[src/rtl/dpram_rd_pkg.sv]
// Shared types and constants for the dual-port RAM stream reader.
package dpram_rd_pkg;

    typedef enum logic [1:0] {
        IDLE  = 2'd0,
        RUN   = 2'd1,
        DRAIN = 2'd2
    } state_t;

    localparam int BUF_DEPTH    = 4;
    localparam int INFLIGHT_MAX = 2;

    // A new read may be issued only while buffered plus in-flight words leave room.
    function automatic logic can_issue(input logic [2:0] count, input logic inflight);
        return (({1'b0, count} + {3'b000, inflight}) < 4'(BUF_DEPTH));
    endfunction

endpackage

[src/rtl/dpram_rd_skid_fifo.sv]
// Four-entry output buffer between the RAM read pipeline and the stream port.
// Push and pop may occur in the same cycle; the head word is visible directly.
module dpram_rd_skid_fifo
    import dpram_rd_pkg::*;
#(
    parameter int WIDTH = 33
) (
    input  logic             clk,
    input  logic             rst,
    input  logic             i_push,
    input  logic [WIDTH-1:0] i_data,
    input  logic             i_pop,
    output logic [WIDTH-1:0] o_head,
    output logic [2:0]       o_count
);

    logic [WIDTH-1:0] r_mem [BUF_DEPTH];
    logic [1:0]       r_wr_ptr;
    logic [1:0]       r_rd_ptr;
    logic [2:0]       r_count;

    // Storage, pointers and occupancy; storage clears so the head reads zero after reset.
    always_ff @(posedge clk or posedge rst) begin
        if (rst) begin
            for (int i = 0; i < BUF_DEPTH; i++) begin
                r_mem[i] <= '0;
            end
            r_wr_ptr <= 2'd0;
            r_rd_ptr <= 2'd0;
            r_count  <= 3'd0;
        end else begin
            if (i_push) begin
                r_mem[r_wr_ptr] <= i_data;
                r_wr_ptr        <= r_wr_ptr + 2'd1;
            end
            if (i_pop) begin
                r_rd_ptr <= r_rd_ptr + 2'd1;
            end
            case ({i_push, i_pop})
                2'b10:   r_count <= r_count + 3'd1;
                2'b01:   r_count <= r_count - 3'd1;
                default: r_count <= r_count;
            endcase
        end
    end

    assign o_head  = r_mem[r_rd_ptr];
    assign o_count = r_count;

endmodule

[src/rtl/dpram_stream_reader.sv]
// Read-side controller for the simple dual-port RAM: sweeps base..base+len-1
// (modulo RAM size), hides the one-cycle registered read latency and emits a
// valid/ready stream with a last marker.
// Optional feature macro: DPRAM_RD_LOOP_EN adds a 'loop' input that restarts the
// sweep from the captured base/len after each pass without returning to IDLE.
module dpram_stream_reader
    import dpram_rd_pkg::*;
#(
    parameter int AWIDTH = 5,
    parameter int DWIDTH = 32
) (
    input  logic              clk,
    input  logic              rst,
    input  logic              start,
    input  logic [AWIDTH-1:0] base,
    input  logic [AWIDTH:0]   len,
`ifdef DPRAM_RD_LOOP_EN
    input  logic              loop,
`endif
    output logic [AWIDTH-1:0] rd_addr,
    input  logic [DWIDTH-1:0] rd_data,
    output logic              m_valid,
    input  logic              m_ready,
    output logic [DWIDTH-1:0] m_data,
    output logic              m_last,
    output logic              busy,
    output logic              done
);

    state_t            r_state;
    logic [AWIDTH-1:0] r_addr;
    logic [AWIDTH:0]   r_remain;
    logic [AWIDTH-1:0] r_base;
    logic [AWIDTH:0]   r_len;
    logic              r_p1_valid;
    logic              r_p1_last;
    logic              r_busy;
    logic              r_done;

    logic [2:0]        w_count;
    logic [DWIDTH:0]   w_head;
    logic [$clog2(INFLIGHT_MAX)-1:0] w_inflight;
    logic              w_issue;
    logic              w_final_issue;
    logic              w_pop;
    logic              w_pop_final;
    logic              w_loop;

`ifdef DPRAM_RD_LOOP_EN
    assign w_loop = loop;
`else
    assign w_loop = 1'b0;
`endif

    assign w_inflight = r_p1_valid;

    // Issue, pop and end-of-sweep decisions for the current cycle.
    always_comb begin
        w_issue       = (r_state == RUN) && can_issue(w_count, w_inflight);
        w_final_issue = w_issue && (r_remain == (AWIDTH+1)'(1));
        w_pop         = m_valid && m_ready;
        // The sweep ends only when its last word leaves and nothing else is outstanding;
        // this also skips earlier-pass last words still queued in loop mode.
        w_pop_final   = w_pop && w_head[DWIDTH] && (w_count == 3'd1) && !r_p1_valid;
    end

    // Sweep FSM, address/remaining counters, read-latency tracker and status outputs.
    always_ff @(posedge clk or posedge rst) begin
        if (rst) begin
            r_state    <= IDLE;
            r_addr     <= '0;
            r_remain   <= '0;
            r_base     <= '0;
            r_len      <= '0;
            r_p1_valid <= 1'b0;
            r_p1_last  <= 1'b0;
            r_busy     <= 1'b0;
            r_done     <= 1'b0;
        end else begin
            r_done     <= 1'b0;
            r_p1_valid <= w_issue;
            r_p1_last  <= w_final_issue;
            case (r_state)
                IDLE: begin
                    if (start) begin
                        r_base   <= base;
                        r_len    <= len;
                        r_addr   <= base;
                        r_remain <= len;
                        if (len != '0) begin
                            r_state <= RUN;
                            r_busy  <= 1'b1;
                        end else begin
                            r_done  <= 1'b1;
                        end
                    end
                end
                RUN: begin
                    if (w_final_issue && w_loop) begin
                        r_addr   <= r_base;
                        r_remain <= r_len;
                    end else if (w_issue) begin
                        r_addr   <= r_addr + AWIDTH'(1);
                        r_remain <= r_remain - (AWIDTH+1)'(1);
                        if (w_final_issue) begin
                            r_state <= DRAIN;
                        end
                    end
                end
                DRAIN: begin
                    if (w_pop_final) begin
                        r_state <= IDLE;
                        r_busy  <= 1'b0;
                        r_done  <= 1'b1;
                    end
                end
                default: begin
                    r_state <= IDLE;
                    r_busy  <= 1'b0;
                end
            endcase
        end
    end

    dpram_rd_skid_fifo #(
        .WIDTH (DWIDTH + 1)
    ) u_fifo (
        .clk     (clk),
        .rst     (rst),
        .i_push  (r_p1_valid),
        .i_data  ({r_p1_last, rd_data}),
        .i_pop   (w_pop),
        .o_head  (w_head),
        .o_count (w_count)
    );

    assign rd_addr = r_addr;
    assign m_valid = (w_count != 3'd0);
    assign m_data  = w_head[DWIDTH-1:0];
    assign m_last  = w_head[DWIDTH] && m_valid;
    assign busy    = r_busy;
    assign done    = r_done;

endmodule

[config.mk]
export PLATFORM = sky130hd
export DESIGN_NAME = dpram_stream_reader
export DESIGN_NICKNAME = d
export VERILOG_FILES = /design/src/rtl/dpram_rd_pkg.sv /design/src/rtl/dpram_rd_skid_fifo.sv /design/src/rtl/dpram_stream_reader.sv
export SDC_FILE = /design/constraint.sdc
export NUM_CORES = 1
export LEC_CHECK = 0
export ABC_AREA = 1
export BUFFER_PORTS_ARGS = -buffer_cell sky130_fd_sc_hd__clkbuf_2
export CORE_ASPECT_RATIO = 1.25
export CORE_UTILIZATION = 60
export CTS_BUF_LIST = sky130_fd_sc_hd__clkbuf_8 sky130_fd_sc_hd__clkbuf_16
export CTS_CLUSTER_SIZE = 20
export DETAILED_ROUTE_END_ITERATION = 10
export PLACE_DENSITY = 0.84
export SYNTH_ARGS = -nofsm -noshare
export SYNTH_HDL_FRONTEND = slang
export SYNTH_SLANG_ARGS = --single-unit
[constraint.sdc]
create_clock -name clk -period 9.2 [get_ports clk]
set_clock_uncertainty 0.15 [all_clocks]
set_input_delay 0.46 -clock clk [delete_from_list [all_inputs] [get_ports clk]]
set_output_delay 0.46 -clock clk [all_outputs]
set_load 0.1 [all_outputs]
==> results of run 1 <==
==> synth_stat cells <==
cell type / instances
nand3_1: 12
o21ai_0: 212
ha_1: 12
inv_1: 53
and3_1: 1
xor2_1: 3
xnor2_1: 3
buf_2: 23
buf_6: 1
nand4_1: 2
dfrtp_1: 156
nand2_1: 174
o22ai_1: 34
a31oi_1: 1
clkbuf_1: 24
nand2_4: 1
inv_4: 1
nor2_1: 88
a21oi_1: 5
o21a_1: 1
nand3_4: 1
o211ai_1: 2
buf_4: 3
inv_2: 2
a21oi_2: 1
o31ai_1: 1
nor2_8: 1
==> worst max path at each step <==
stage                       start    endpoint  slack, ns
2_1_floorplan                 rst        busy       4.38
3_3_place_gp   u_fifo.r_rd_ptr[0]   m_data[7]       5.87
3_5_place_dp   u_fifo.r_rd_ptr[0]   m_data[2]       5.80
4_1_cts        u_fifo.r_rd_ptr[0]  m_data[17]       5.38
5_1_grt        u_fifo.r_rd_ptr[0]  m_data[13]       5.10
6_report       u_fifo.r_rd_ptr[0]      m_last       5.31
==> critical path, delay by kind of cell, from the launching register on <==
family	cells	cell delay, ns
DFF	1	1.14
and+or+nand+nor	3	0.55
buffers and inverters	2	1.14
==> cells by family after synthesis <==
group	count (synthesis)	synth area share, %
XOR/XNOR	6	0.749
buffers and inverters	107	6.44
AO/OA/AOI/OAI	257	19.2
AND/OR/NAND/NOR	280	15.8
flip-flops	156	55.7
adder cells (fa/ha/maj)	12	2.14
==> cell type report <==
| class | instances | share of cell area [%] |
|---|---|---|
| clock buffer | 20 | 5.80 |
| clock inverter | 9 | 2.10 |
| inverter | 56 | 2.71 |
| multi-input combinational | 555 | 33.2 |
| sequential | 156 | 48.5 |
| tap | 135 | 2.10 |
| timing repair buffer | 89 | 5.60 |
==> sequential cells by signal (all words and copies together), names as in the netlist, 2 cells and up <==
name / cells
u_fifo.r_mem: 132
r_remain: 6
rd_addr: 5
u_fifo.o_count: 3
r_state: 2
u_fifo.r_rd_ptr: 2
u_fifo.r_wr_ptr: 2
==> routing by layer <==
| layer | global-route usage, % | up-vias |
|---|---|---|
| met5 | 0 | - |
| met4 | 9.79 | 0 |
| met3 | 6.21 | 32 |
| met2 | 45.3 | 168 |
| met1 | 34.8 | 2783 |
| li1 | - | 2814 |
==> through the flow <==
step	setup slack (ns)	util [%]	hold slack, ns	instance area, um2
finish	5.31	71.5	0.0661	8050
global route	5.10	71.5	0.139	8050
CTS	5.38	71.5	0.0919	8050
detailed placement	5.80	65.9	0.317	7410
global placement	5.87	65.9	0.310	7410
floorplan	4.38	-	0.298	7010
==> impl_metrics.yaml, run 1 <==
run_status:
  outcome: "completed"
sta:
  fin_crit_ns: 3.89
  fmax_mhz: 257
  worst_slew_pin_slew_ns: 1.19
  slew_headroom_pct: 20.5
  rsz0062_at_grt: "false"
  setup_viol: 0
  fin_setup_tns_ns: 0
  finalHoldViolCount: 0
  maxSlewViolCount: 0
  period_share_pct: 42.3
yosys:
  synth_cell_types: 27
  synth.area.top_cells: "dfrtp_1 (56%), o21ai_0 (15%), nand2_1 (9.3%)"
  yosysTopAreaCell: "dfrtp_1"
  yosys_warnings: 0
  avgSynthCellArea_um2: 8.57
  synth_area_um2: 7010
  yosysTopAreaCellShare_pct: 55.7
  ys_seq_elements: 156
  synthCells: 818
  ys_seq_area_share_pct: 55.7
  synth_nets: 877
detailed_routing:
  avgRoutedWirePerCell_um: 15.1
  drcViolationCount: 0
  routed-wl-met3_um: 803
  drtIter0Drc: 436
  dr.pass1.iters: 6
  wl_met2_um: 7650
  via_per_inst: 5.68
  antenna_left: 0
  vias: 5797
  top_layer: "met4"
  routed_wirelength_um: 15400
  m1WireLength_um: 6650
clock_network:
  cts_made_buffers: 17
  clock_insertion_delay_worst_skew_ns: 0.41
  tritoncts: "done"
  ctsHtreeMaxLevel: 4
  clk_pin_slew_ns: 0.06
  ctsRootBufferMaster: "clkbuf_16"
  cts_resized: 0
  cts_buffer_depth: 2
  postCtsHoldBufs: 0
  post_cts_buffers: 0
  cts.sinks: 156
setup_path:
  crit_chain: "inv_2 > nand2_1 > nand3_1 > and3_1 > clkbuf_2"
  worst_path_max_delay_cell: "dfrtp_2"
  ff2ff_setup_slack_ns: 6.24
  crit_arrival_ns: 3.28
  critPathLaunchType: "flip-flop"
  cp_data_required_time_ns: 8.59
  worstRegToRegCells: 7
  crit_fanout: 68
  worstReg2RegEnd: "busy"
  path_class: "flip-flop to primary output"
  reg2reg_from: "u_fifo.r_rd_ptr[0]"
  cp-end-kind: "primary output"
  critPathMaxStageDelay_ns: 1.14
flow_run:
  drv_cap: 0
floorplan:
  die_area_um2: 12100
  initial_core_util_pct: 62.4
  core_um2: 11200
  die_x_um: 98.7
  num_rows: 43
  pin_count: 88
  die_h_um: 123
layout:
  final_common_cell: "o21ai_0"
  regArea_um2: 3910
  drive_gt1_share_pct: 14.8
  layout_common_cells: "o21ai_0 (212), nand2_1 (170), dfrtp_1 (155), nor2_1 (88), clkbuf_2 (87)"
  area_growth_pct: 14.7
  finalNonFillerCells: 1020
  multi_input_area_um2: 2670
  diodes: 0
  nFillCells: 814
  fin_nets: 934
global_route:
  grt_overflow_total: 0
  grt.total_usage_pct: 27.1
  grt_first_pass_wirelength_um: 25400
  grt_pass1_vias: 5374
  grt_max_degree: 94
  antenna_found_initial: 0
place:
  dp_hpwl_um: 8690
  io_buffers: 87
  place_inst: 991
  finalWeightedCongestion: 0.791
hold_path:
  hold_class: "input port to asynchronous set/reset pin"
Power of run 1 is left out: the tool's default activity adds up to more than one toggle a clock period on the data nets, which glitch-free logic cannot reach.
==> run 2, diff against run 1 <==
CORE_UTILIZATION = 52   (was 60)
PLACE_DENSITY = 0.78   (was 0.84)
clock period = 3.25 ns   (was 9.2 ns; I/O delays follow)
==> impl_metrics.yaml, run 2 (synthesis results as in run 1) <==
setup_path:
  setup.worst_path.start: "u_fifo.r_rd_ptr[1]"
  crit_chain: "buf_4 > o21ai_0 > o22ai_1 > clkbuf_2"
  cp-end-kind: "primary output"
  cp_data_required_time_ns: 2.94
  reg2reg_from: "r_p1_valid"
  critPathLaunchType: "flip-flop"
  worst_path_max_delay_cell: "dfrtp_1"
  crit_arrival_ns: 2.28
  crit_fanout: 18
  critPathMaxStageDelay_ns: 0.68
  crit_buf_inv: 2
  path_class: "flip-flop to primary output"
  cp_top_family: "buffers and inverters"
sta:
  rsz0062_at_grt: "false"
  fin_crit_ns: 2.59
  fin_setup_tns_ns: 0
  slew_headroom_pct: 24.3
  finalHoldViolCount: 0
  maxSlewViolCount: 0
  fmax_mhz: 386
  setup_viol: 0
  postLayoutSetupSlackWorst_ns: 0.661
  period_share_pct: 79.6
  worst_slew_pin_slew_ns: 1.13
floorplan:
  num_rows: 47
  pin_count: 88
  core_um2: 13200
  initial_core_util_pct: 53.2
  die_h_um: 132
  die_x_um: 106
  die_area_um2: 14000
flow_run:
  drv_cap: 0
place:
  dp_hpwl_um: 9700
  finalWeightedCongestion: 0.745
  dp_slack_ns: 1.10
  io_buffers: 87
  place_inst: 1038
layout:
  drive_gt1_share_pct: 15.2
  diodes: 0
  top_register: "u_fifo.r_mem"
  postLayoutCoreUtil_pct: 66.0
  final_common_cell: "o21ai_0"
  layout_common_cells: "o21ai_0 (212), nand2_1 (170), dfrtp_1 (155), nor2_1 (88), clkbuf_2 (86)"
  area_growth_pct: 24.0
  finalNonFillerCells: 1116
  largest_reg_flops: 132
  fin_nets: 991
global_route:
  grt_max_degree: 68
  grt.total_usage_pct: 24.1
  antenna_found_initial: 0
  grt_pass1_vias: 5791
  grt_first_pass_wirelength_um: 27000
  grt_overflow_total: 0
run_status:
  outcome: "completed"
clock_network:
  tritoncts: "done"
  clock_insertion_delay_worst_skew_ns: 0.42
  ctsRootBufferMaster: "clkbuf_16"
  ctsHtreeMaxLevel: 4
  cts_buffer_depth: 2
  clk_pin_slew_ns: 0.06
  cts.sinks: 156
  cts_resized: 0
  cts_made_buffers: 17
hold_path:
  hold_class: "input port to asynchronous set/reset pin"
detailed_routing:
  vias: 5943
  avgRoutedWirePerCell_um: 14.3
  via_per_inst: 5.33
  antenna_left: 0
  dr.pass1.iters: 5
  drcViolationCount: 0
  drtIter0Drc: 299
  routed_wirelength_um: 15900
[run 2: final cells by class]
class / count / area (um2)
multi-input cells: 555 / 2670
repair buffers: 146 / 1030
clock inverters: 12 / 194
clock buffers: 20 / 467
well taps: 171 / 214
flip-flops and latches: 156 / 3910
inverters: 56 / 216
fillers: 1098 / 4480
[run 2: tightest hold or removal path: cells and delay by family]
family	cells	cell delay (ns)
buffers and inverters	3	1.25
[run 2: stage by stage]
step	hold WS, ns	instance area (um2)
after floorplan	0.163	7020
after global placement	0.221	7580
after detailed placement	0.224	7580
after CTS	0.333	8700
after global routing	0.352	8700
final	0.320	8700
[run 2: repair_timing]
action                    4_1_cts  5_1_grt
buffers inserted                0        0
hold buffers                   46        0
hold endpoints to repair      178        0
[run 2: metal layers]
layer / vias to the layer above / track usage (%) / wire, um / share of wire, %
met5: - / 0 / 0 / 0
li1: 2922 / - / - / -
met1: 2869 / 31.0 / 7040 / 44
met3: 15 / 4.45 / 647 / 4.1
met4: 0 / 7.72 / 151 / 0.95
met2: 137 / 41.4 / 8090 / 51
[run 2: final timing paths]
path	end	slack (ns)	cells after the start
setup / recovery	m_data[4]	0.66	4
hold / removal	r_remain[5]	0.32	3
min in group clk	u_fifo.r_mem[34]	0.33	2
max in group asynchronous	u_fifo.r_mem[73]	1.76	4
hold reg to reg	u_fifo.r_mem[34]	0.33	2
setup reg to reg	u_fifo.r_mem[69]	1.16	2
Power of run 2 is left out for the same reason.
==> run 3, diff against run 2 <==
CORE_UTILIZATION = 58   (was 52)
PLACE_DENSITY = 0.82   (was 0.78)
clock period = 2.49 ns   (was 3.25 ns; I/O delays follow)
==> impl_metrics.yaml, run 3 (synthesis results as in run 1) <==
floorplan:
  pin_count: 88
  die_x_um: 100
  initial_core_util_pct: 60.1
  core_um2: 11700
  die_area_um2: 12500
  num_rows: 44
  die_h_um: 125
place:
  finalWeightedCongestion: 0.831
  dp_hpwl_um: 10500
  io_buffers: 87
  placedInstanceArea_um2: 8280
  place_inst: 1029
  dp_slack_ns: 0.525
global_route:
  grt.total_usage_pct: 31.2
  grt_max_degree: 157
  antenna_found_initial: 0
  grt_overflow_total: 0
  grt_pass1_vias: 6523
  grt_first_pass_wirelength_um: 30700
setup_path:
  cp_data_required_time_ns: 2.22
  crit_fanout: 43
  crit_arrival_ns: 2.01
  path_class: "flip-flop to primary output"
  reg2reg_from: "u_fifo.o_count[0]"
  setup.worst_path.start: "u_fifo.r_rd_ptr[0]"
  cp-end-kind: "primary output"
  critPathLaunchType: "flip-flop"
detailed_routing:
  avgRoutedWirePerCell_um: 16.7
  vias: 6412
  via_per_inst: 5.80
  drcViolationCount: 0
  dr.pass1.iters: 6
  routed_wirelength_um: 18500
  drtIter0Drc: 621
  antenna_left: 0
sta:
  finalHoldViolCount: 0
  postLayoutSetupSlackWorst_ns: 0.205
  rsz0062_at_grt: "false"
  setup_viol: 0
  fin_crit_ns: 2.29
  period_share_pct: 91.8
  worst_slew_pin_slew_ns: 0.845
  maxSlewViolCount: 0
  slew_headroom_pct: 43.7
  fin_setup_tns_ns: 0
  fmax_mhz: 438
clock_network:
  tritoncts: "done"
  clk_pin_slew_ns: 0.06
  clock_insertion_delay_worst_skew_ns: 0.42
  cts_buffer_depth: 2
  cts.sinks: 156
  cts_made_buffers: 17
  ctsHtreeMaxLevel: 4
  ctsRootBufferMaster: "clkbuf_16"
layout:
  finalInstanceArea_um2: 9350
  diodes: 0
  regArea_um2: 3910
  top_register: "u_fifo.r_mem"
  final_common_cell: "o21ai_0"
  finalNonFillerCells: 1105
  fin_nets: 993
  multi_input_area_um2: 2870
  layout_common_cells: "o21ai_0 (212), nand2_1 (169), dfrtp_1 (155), nor2_1 (88), clkbuf_2 (54)"
  largest_reg_flops: 132
  drive_gt1_share_pct: 18.6
  nFillCells: 684
  area_growth_pct: 33.4
run_status:
  outcome: "completed"
hold_path:
  hold_class: "input port to asynchronous set/reset pin"
flow_run:
  drv_cap: 0
-- run 3: per-stage QoR --
stage / hold slack (ns) / util, %
floorplan: 0.125 / -
global placement: 0.223 / 70.9
detailed placement: 0.246 / 70.9
CTS: 0.333 / 80.1
global route: 0.344 / 80.1
finish: 0.316 / 80.1
-- run 3: final cells by class --
class / count / share of cell area, %
Clock inverter: 10 / 1.61
Inverter: 56 / 2.31
Multi-Input combinational cell: 555 / 30.7
Tap cell: 161 / 2.15
Clock buffer: 19 / 4.84
Sequential cell: 156 / 41.7
Timing Repair Buffer: 148 / 16.6
-- run 3: critical path, cell delays in order, from the launching register on --
cell and delay, ns:
dfrtp_2 0.37, buf_4 0.41, o21ai_0 0.26, o22ai_2 0.32, buf_12 0.22
-- run 3: worst paths after layout --
path	end	slack, ns	cells past startpoint
worst max-delay path	m_data[19]	0.20	4
worst min-delay path	rd_addr[1]	0.32	4
worst max register to register	u_fifo.o_count[2]	0.44	11
worst min register to register	u_fifo.r_mem[83]	0.33	2
max in group asynchronous	u_fifo.r_mem[126]	1.22	4
min in group clk	u_fifo.r_mem[83]	0.33	2
-- run 3: what timing repair did --
action,CTS,global route
buffers inserted,0,0
endpoints found under the hold margin,299,0
resized for setup,0,0
hold buffers,47,0
-- run 3: metal layers --
metal | up-vias | track usage (%) | wire length, um
met5 | - | 0 | 0
met4 | 0 | 11.0 | 439
met3 | 45 | 6.99 | 1070
met2 | 299 | 53.7 | 9810
met1 | 3148 | 38.5 | 7140
li1 | 2920 | - | -
Power of run 3 is left out for the same reason.
